### src/rtl/pic_bridge_pkg.sv
// Shared types for the PIC bus bridge.
// FSM state encoding and the data returned on a read timeout.
package pic_bridge_pkg;

  typedef enum logic [1:0] {
    S_IDLE = 2'd0,
    S_WR   = 2'd1,
    S_RD   = 2'd2,
    S_RESP = 2'd3
  } state_t;

  localparam logic [31:0] TMO_RDATA = 32'hFFFF_FFFF;
  localparam int unsigned TMO_MIN_W = 8;

endpackage

### src/rtl/pic_bridge_fifo.sv
// Synchronous posted-write FIFO for the PIC bus bridge.
// Depth must be a power of two so the pointers wrap naturally.
module pic_bridge_fifo #(
  parameter int unsigned W     = 8,
  parameter int unsigned DEPTH = 4
) (
  input  logic                     clk,
  input  logic                     reset,
  input  logic                     i_push,
  input  logic [W-1:0]             i_din,
  input  logic                     i_pop,
  output logic [W-1:0]             o_dout,
  output logic                     o_full,
  output logic                     o_empty,
  output logic [$clog2(DEPTH):0]   o_count
);

  localparam int unsigned AW = $clog2(DEPTH);
  localparam int unsigned CW = AW + 1;

  logic [W-1:0]  r_mem [DEPTH];
  logic [AW-1:0] r_wptr;
  logic [AW-1:0] r_rptr;
  logic [CW-1:0] r_count;
  logic          w_push;
  logic          w_pop;

  assign w_push  = i_push & ~o_full;
  assign w_pop   = i_pop & ~o_empty;
  assign o_full  = (r_count == CW'(DEPTH));
  assign o_empty = (r_count == '0);
  assign o_count = r_count;
  assign o_dout  = r_mem[r_rptr];

  always_ff @(posedge clk or negedge reset) begin
    if (!reset) begin
      r_wptr  <= '0;
      r_rptr  <= '0;
      r_count <= '0;
    end else begin
      if (w_push) r_wptr <= r_wptr + AW'(1);
      if (w_pop)  r_rptr <= r_rptr + AW'(1);
      r_count <= r_count + CW'(w_push) - CW'(w_pop);
    end
  end

  always_ff @(posedge clk) begin
    if (w_push) r_mem[r_wptr] <= i_din;
  end

endmodule

### src/rtl/pic_bus_bridge.sv
// CPU valid/ready bus to PIC wrapper register port, posted writes.
// Define PIC_BRIDGE_TIMEOUT_EN to abort strobes after TIMEOUT_CYCLES.
module pic_bus_bridge
  import pic_bridge_pkg::*;
#(
  parameter int unsigned ADDR_W         = 16,
  parameter int unsigned DATA_W         = 32,
  parameter int unsigned FIFO_DEPTH     = 4,
  parameter int unsigned TIMEOUT_CYCLES = 255
) (
  input  logic              clk,
  input  logic              reset,
  input  logic              cpu_valid,
  input  logic              cpu_we,
  input  logic [ADDR_W-1:0] cpu_addr,
  input  logic [DATA_W-1:0] cpu_wdata,
  output logic              cpu_ready,
  output logic [DATA_W-1:0] cpu_rdata,
  output logic              cpu_rvalid,
  output logic              cpu_err,
  output logic [ADDR_W-1:0] pic_address,
  output logic [DATA_W-1:0] pic_data_in,
  output logic              pic_wen,
  output logic              pic_ren,
  input  logic [DATA_W-1:0] pic_data_out,
  input  logic              pic_ready
);

  localparam int unsigned CNT_W = $clog2(FIFO_DEPTH) + 1;
  localparam int unsigned ENT_W = ADDR_W + DATA_W;

  state_t            r_state, w_state_nxt;
  logic [ADDR_W-1:0] r_addr, w_addr_nxt;
  logic [DATA_W-1:0] r_wdata, w_wdata_nxt;
  logic [DATA_W-1:0] r_rdata, w_rdata_nxt;
  logic              r_wen, w_wen_nxt;
  logic              r_ren, w_ren_nxt;
  logic              r_rvalid, w_rvalid_nxt;
  logic              r_err, w_err_nxt;
  logic              w_wr_acc, w_rd_acc;
  logic              w_pop, w_full, w_empty;
  logic              w_tmo_hit;
  logic [CNT_W-1:0]  w_count;
  logic [ENT_W-1:0]  w_fifo_dout;

  // Reads wait for a drained FIFO so they never pass a posted write.
  assign w_wr_acc  = reset & cpu_valid & cpu_we & ~w_full;
  assign w_rd_acc  = reset & cpu_valid & ~cpu_we
                   & (w_count == '0) & (r_state == S_IDLE);
  assign cpu_ready = w_wr_acc | w_rd_acc;

  pic_bridge_fifo #(
    .W     (ENT_W),
    .DEPTH (FIFO_DEPTH)
  ) u_fifo (
    .clk     (clk),
    .reset   (reset),
    .i_push  (w_wr_acc),
    .i_din   ({cpu_addr, cpu_wdata}),
    .i_pop   (w_pop),
    .o_dout  (w_fifo_dout),
    .o_full  (w_full),
    .o_empty (w_empty),
    .o_count (w_count)
  );

`ifdef PIC_BRIDGE_TIMEOUT_EN
  localparam int unsigned TMO_LOG = $clog2(TIMEOUT_CYCLES + 1);
  localparam int unsigned TMO_W   =
    (TMO_LOG > TMO_MIN_W) ? TMO_LOG : TMO_MIN_W;

  logic [TMO_W-1:0] r_tmo;

  always_ff @(posedge clk or negedge reset) begin
    if (!reset) begin
      r_tmo <= '0;
    end else if (r_state == S_WR || r_state == S_RD) begin
      r_tmo <= r_tmo + TMO_W'(1);
    end else begin
      r_tmo <= '0;
    end
  end

  assign w_tmo_hit = (r_tmo == TMO_W'(TIMEOUT_CYCLES - 1));
`else
  assign w_tmo_hit = 1'b0;
`endif

  always_comb begin
    w_state_nxt  = r_state;
    w_addr_nxt   = r_addr;
    w_wdata_nxt  = r_wdata;
    w_rdata_nxt  = r_rdata;
    w_wen_nxt    = 1'b0;
    w_ren_nxt    = 1'b0;
    w_rvalid_nxt = 1'b0;
    w_err_nxt    = 1'b0;
    w_pop        = 1'b0;
    unique case (r_state)
      S_IDLE: begin
        if (!w_empty) begin
          w_pop       = 1'b1;
          w_addr_nxt  = w_fifo_dout[ENT_W-1 -: ADDR_W];
          w_wdata_nxt = w_fifo_dout[DATA_W-1:0];
          w_wen_nxt   = 1'b1;
          w_state_nxt = S_WR;
        end else if (w_rd_acc) begin
          w_addr_nxt  = cpu_addr;
          w_ren_nxt   = 1'b1;
          w_state_nxt = S_RD;
        end
      end
      S_WR: begin
        if (pic_ready) begin
          w_state_nxt = S_IDLE;
        end else if (w_tmo_hit) begin
          w_err_nxt   = 1'b1;
          w_state_nxt = S_IDLE;
        end else begin
          w_wen_nxt = 1'b1;
        end
      end
      S_RD: begin
        if (pic_ready) begin
          w_rdata_nxt  = pic_data_out;
          w_rvalid_nxt = 1'b1;
          w_state_nxt  = S_RESP;
        end else if (w_tmo_hit) begin
          w_rdata_nxt  = DATA_W'(TMO_RDATA);
          w_rvalid_nxt = 1'b1;
          w_err_nxt    = 1'b1;
          w_state_nxt  = S_RESP;
        end else begin
          w_ren_nxt = 1'b1;
        end
      end
      S_RESP: begin
        w_state_nxt = S_IDLE;
      end
      default: begin
        w_state_nxt = S_IDLE;
      end
    endcase
  end

  always_ff @(posedge clk or negedge reset) begin
    if (!reset) begin
      r_state  <= S_IDLE;
      r_addr   <= '0;
      r_wdata  <= '0;
      r_rdata  <= '0;
      r_wen    <= 1'b0;
      r_ren    <= 1'b0;
      r_rvalid <= 1'b0;
      r_err    <= 1'b0;
    end else begin
      r_state  <= w_state_nxt;
      r_addr   <= w_addr_nxt;
      r_wdata  <= w_wdata_nxt;
      r_rdata  <= w_rdata_nxt;
      r_wen    <= w_wen_nxt;
      r_ren    <= w_ren_nxt;
      r_rvalid <= w_rvalid_nxt;
      r_err    <= w_err_nxt;
    end
  end

  assign pic_address = r_addr;
  assign pic_data_in = r_wdata;
  assign pic_wen     = r_wen;
  assign pic_ren     = r_ren;
  assign cpu_rdata   = r_rdata;
  assign cpu_rvalid  = r_rvalid;
  assign cpu_err     = r_err;

endmodule

### config.mk
export PLATFORM = sky130hd
export DESIGN_NAME = pic_bus_bridge
export DESIGN_NICKNAME = d
export VERILOG_FILES = /design/src/rtl/pic_bridge_pkg.sv /design/src/rtl/pic_bridge_fifo.sv /design/src/rtl/pic_bus_bridge.sv
export SDC_FILE = /design/constraint.sdc
export NUM_CORES = 1
export LEC_CHECK = 0
export CAP_MARGIN = 20
export CORE_MARGIN = 8
export CORE_UTILIZATION = 35
export CTS_BUF_LIST = sky130_fd_sc_hd__clkbuf_8 sky130_fd_sc_hd__clkbuf_16
export DETAILED_ROUTE_END_ITERATION = 10
export GPL_ROUTABILITY_DRIVEN = 1
export SYNTH_ARGS = -nofsm -noshare
export SYNTH_HDL_FRONTEND = slang
export SYNTH_SLANG_ARGS = --single-unit
### constraint.sdc
create_clock -name clk -period 7 [get_ports clk]
set_input_delay 0.7 -clock clk [delete_from_list [all_inputs] [get_ports clk]]
set_output_delay 0.7 -clock clk [all_outputs]
set_load 0.005 [all_outputs]
==> impl_metrics.ini <==
[floorplanning]
initial_core_util = 0.355
placementRows = 64
dieHeight_um = 192
dieArea_mm2 = 0.0370
dieWidth_um = 192
core_mm2 = 0.0306
ios = 170

[yosys]
synthFlopType = edfxtp_1
synth_edf_count = 192
synth_area_leader_cell = edfxtp_1
postSynthCellCount = 517
async_reset_ff_frac = 0.324
synth.most_common_cell = edfxtp_1
yosysSeqAreaShare = 0.742
synth_warnings = 0
synth_top_cell_area_share = 0.530
synth.area.top_cells = edfxtp_1 (53%), dfrtp_1 (21%), mux4_2 (9.9%)
post_synth.cell_area_avg_um2 = 21.0
yosysUniqueCellTypes = 34
synthesis.nets = 609
synth_area_mm2 = 0.0109
synth-seq-cells = 284
synth_common_cells = edfxtp_1 (192), dfrtp_1 (92), mux2_2 (65), mux4_2 (48)

[clock_tree]
clock_latency_ns = 0.55
cts_num_sinks = 284
cts_buffer_depth = 3
post_cts_buffers = 0
hold_buffers = 0
cts_root_buf = clkbuf_16
cts_made_buffers = 29
cts_tree = yes
clkTransAtPathRegs_ns = 0.06
post_cts_resized = 0
htreeDepth = 1

[detailed_routing]
vias = 5385
wirelength_mm = 23.3
wl_per_cell_um = 20.8
dr.pass1.iters = 4
drc = 0
via_per_inst = 4.83
dr.first_iter.drc_count = 314
antenna_left = 0

[critical_path]
r2r.worst_path.cells = 9
r2r-end = u_fifo.o_count[2]
critical_path_buf_inv_count = 1
crit_chain = or3_1, nor2_1, a21o_1, clkdlybuf4s50_1
arrival_ns = 2.80
cp_slowest_stage_delay_ns = 0.83
path_class = reg2out
r2r_start = u_fifo.o_count[2]
rrSetupSlack_ns = 4.36
critical_path.top_delay_family = simple AND/OR/NAND/NOR gates
crit_slowest_cell = or3_1
crit_fanout = 21
critPathRequiredTime_ns = 6.30
start_kind = flip-flop
endpoint_kind = primary output

[sta]
relSlewSlack = 0.308
finalSetupTns_ns = 0
period_needed_ns = 3.50
finalMaxSlewViolations = 0
finalWorstSetupSlack_ns = 3.50
hold_viol = 0
finClkSkew_ns = 0.00952
worstMarginPinSlew_ns = 1.04
report.final.setup_viol = 0
timing.fmax_mhz = 286
fin_crit_sh = 0.500
rsz0062_at_grt = false

[run_status]
outcome = finished, final reports clean

[place]
place_ws_ns = 3.47
io_buffers = 168
place_area_mm2 = 0.0130
routabilityCongestion = 0.699
place_hpwl_mm = 15.0

[finish]
final_area_mm2 = 0.0141
antenna_cells = 0
drive_gt1_frac = 0.254
syn_to_final_growth_pct = 30.0
nets = 790

[pwr]
p_leak_uw = 0.00518
power_density_mw_per_mm2 = 385
vdd_drop_max_mv = 0.203

[global_route]
grt_overflow = 0
grt_max_degree = 84
antenna_found_initial = 0
grtUsageTotal = 0.123
grt_first_pass_wirelength_mm = 35.1
first_global_vias = 6004

[flow_run]
max_cap_viol_count = 0

[hold_path]
min_path_type = in2async
[state kept, by name, indices dropped and copies added, names as in the netlist]
register and flops:
pic_ren 1, cpu_rdata 32, u_fifo.o_count 3, u_fifo.r_rptr 2, pic_address 16, pic_data_in 32, r_state 2, pic_wen 1
u_fifo.r_mem 192, cpu_rvalid 1, u_fifo.r_wptr 2
[layout make-up]
type | instances | area, um2
Sequential cell | 284 | 8070
Clock inverter | 19 | 310
Tap cell | 396 | 495
Multi-Input combinational cell | 198 | 2630
Timing Repair Buffer | 178 | 1790
Inverter | 7 | 26.3
Clock buffer | 34 | 795
Fill cell | 2590 | 16500
[where the power goes]
| group | switching, uW | internal [uW] |
|---|---|---|
| combinational | 589 | 887 |
| sequential | 156 | 2070 |
| clock | 626 | 1100 |
[worst max path at each step]
| stage | endpoint | start | slack, ns | depth (start not counted) |
|---|---|---|---|---|
| finish | cpu_ready | u_fifo.o_count[2] | 3.50 | 4 |
| global route | cpu_ready | u_fifo.o_count[2] | 3.38 | 4 |
| CTS | cpu_ready | u_fifo.o_count[2] | 3.47 | 4 |
| detailed placement | u_fifo.r_mem[3][47] | cpu_valid | 3.47 | 5 |
| global placement | u_fifo.r_mem[3][17] | cpu_we | 3.59 | 5 |
| floorplan | u_fifo.r_mem[0][0] | cpu_we | 4.11 | 4 |
[routing by layer]
layer,wire length (um),part of all wire,global-route usage
met3,1620,0.069,0.0272
met1,9920,0.43,0.161
met2,11300,0.49,0.205
met5,0,0,0
met4,396,0.017,0.0285
[logic make-up (layout without fill, tap and decap cells)]
group | count (synthesis) | after routing | synth area share
flops | 284 | 284 | 0.742
fa+ha+maj | 7 | 7 | 0.00875
other cells | 1 | 1 | 0.000345
buf+inv | 35 | 238 | 0.0159
xor+xnor | 5 | 5 | 0.00403
simple gates | 34 | 34 | 0.0276
compound gates | 22 | 22 | 0.0196
mux | 129 | 129 | 0.182
[worst reg2reg max path, cell delays in order, from the launching register on]
cell	delay [ns]
dfrtp_1	0.45
nor3_2	0.40
nor3_4	0.04
buf_4	0.29
ha_1	0.36
inv_1	0.04
ha_1	0.21
fa_1	0.41
xor2_1	0.19
xnor2_1	0.13
[stage by stage]
| step | instances | hold WS, ns | util | power (uW) |
|---|---|---|---|---|
| final | 1116 | 0.0608 | 0.462 | 5440 |
| after global routing | 1116 | 0.0576 | 0.462 | 5700 |
| after CTS | 1114 | 0.0392 | 0.460 | 5510 |
| after detailed placement | 1061 | 0.495 | 0.424 | 3750 |
| after global placement | 1061 | 0.486 | 0.424 | 3720 |
| after floorplan | 517 | 0.404 | - | 3080 |
[placed cells by master (no fill, tap or decap), types with 11 or more instances in the layout]
master and n:
a2bb2oi_1 16, clkbuf_16 29, clkdlybuf4s50_1 167, dfrtp_1 90, edfxtp_1 192, inv_1 11
mux2_2 65, mux2i_1 16, mux4_2 48, or4bb_1 16
Power figures use the tool's default switching activity.
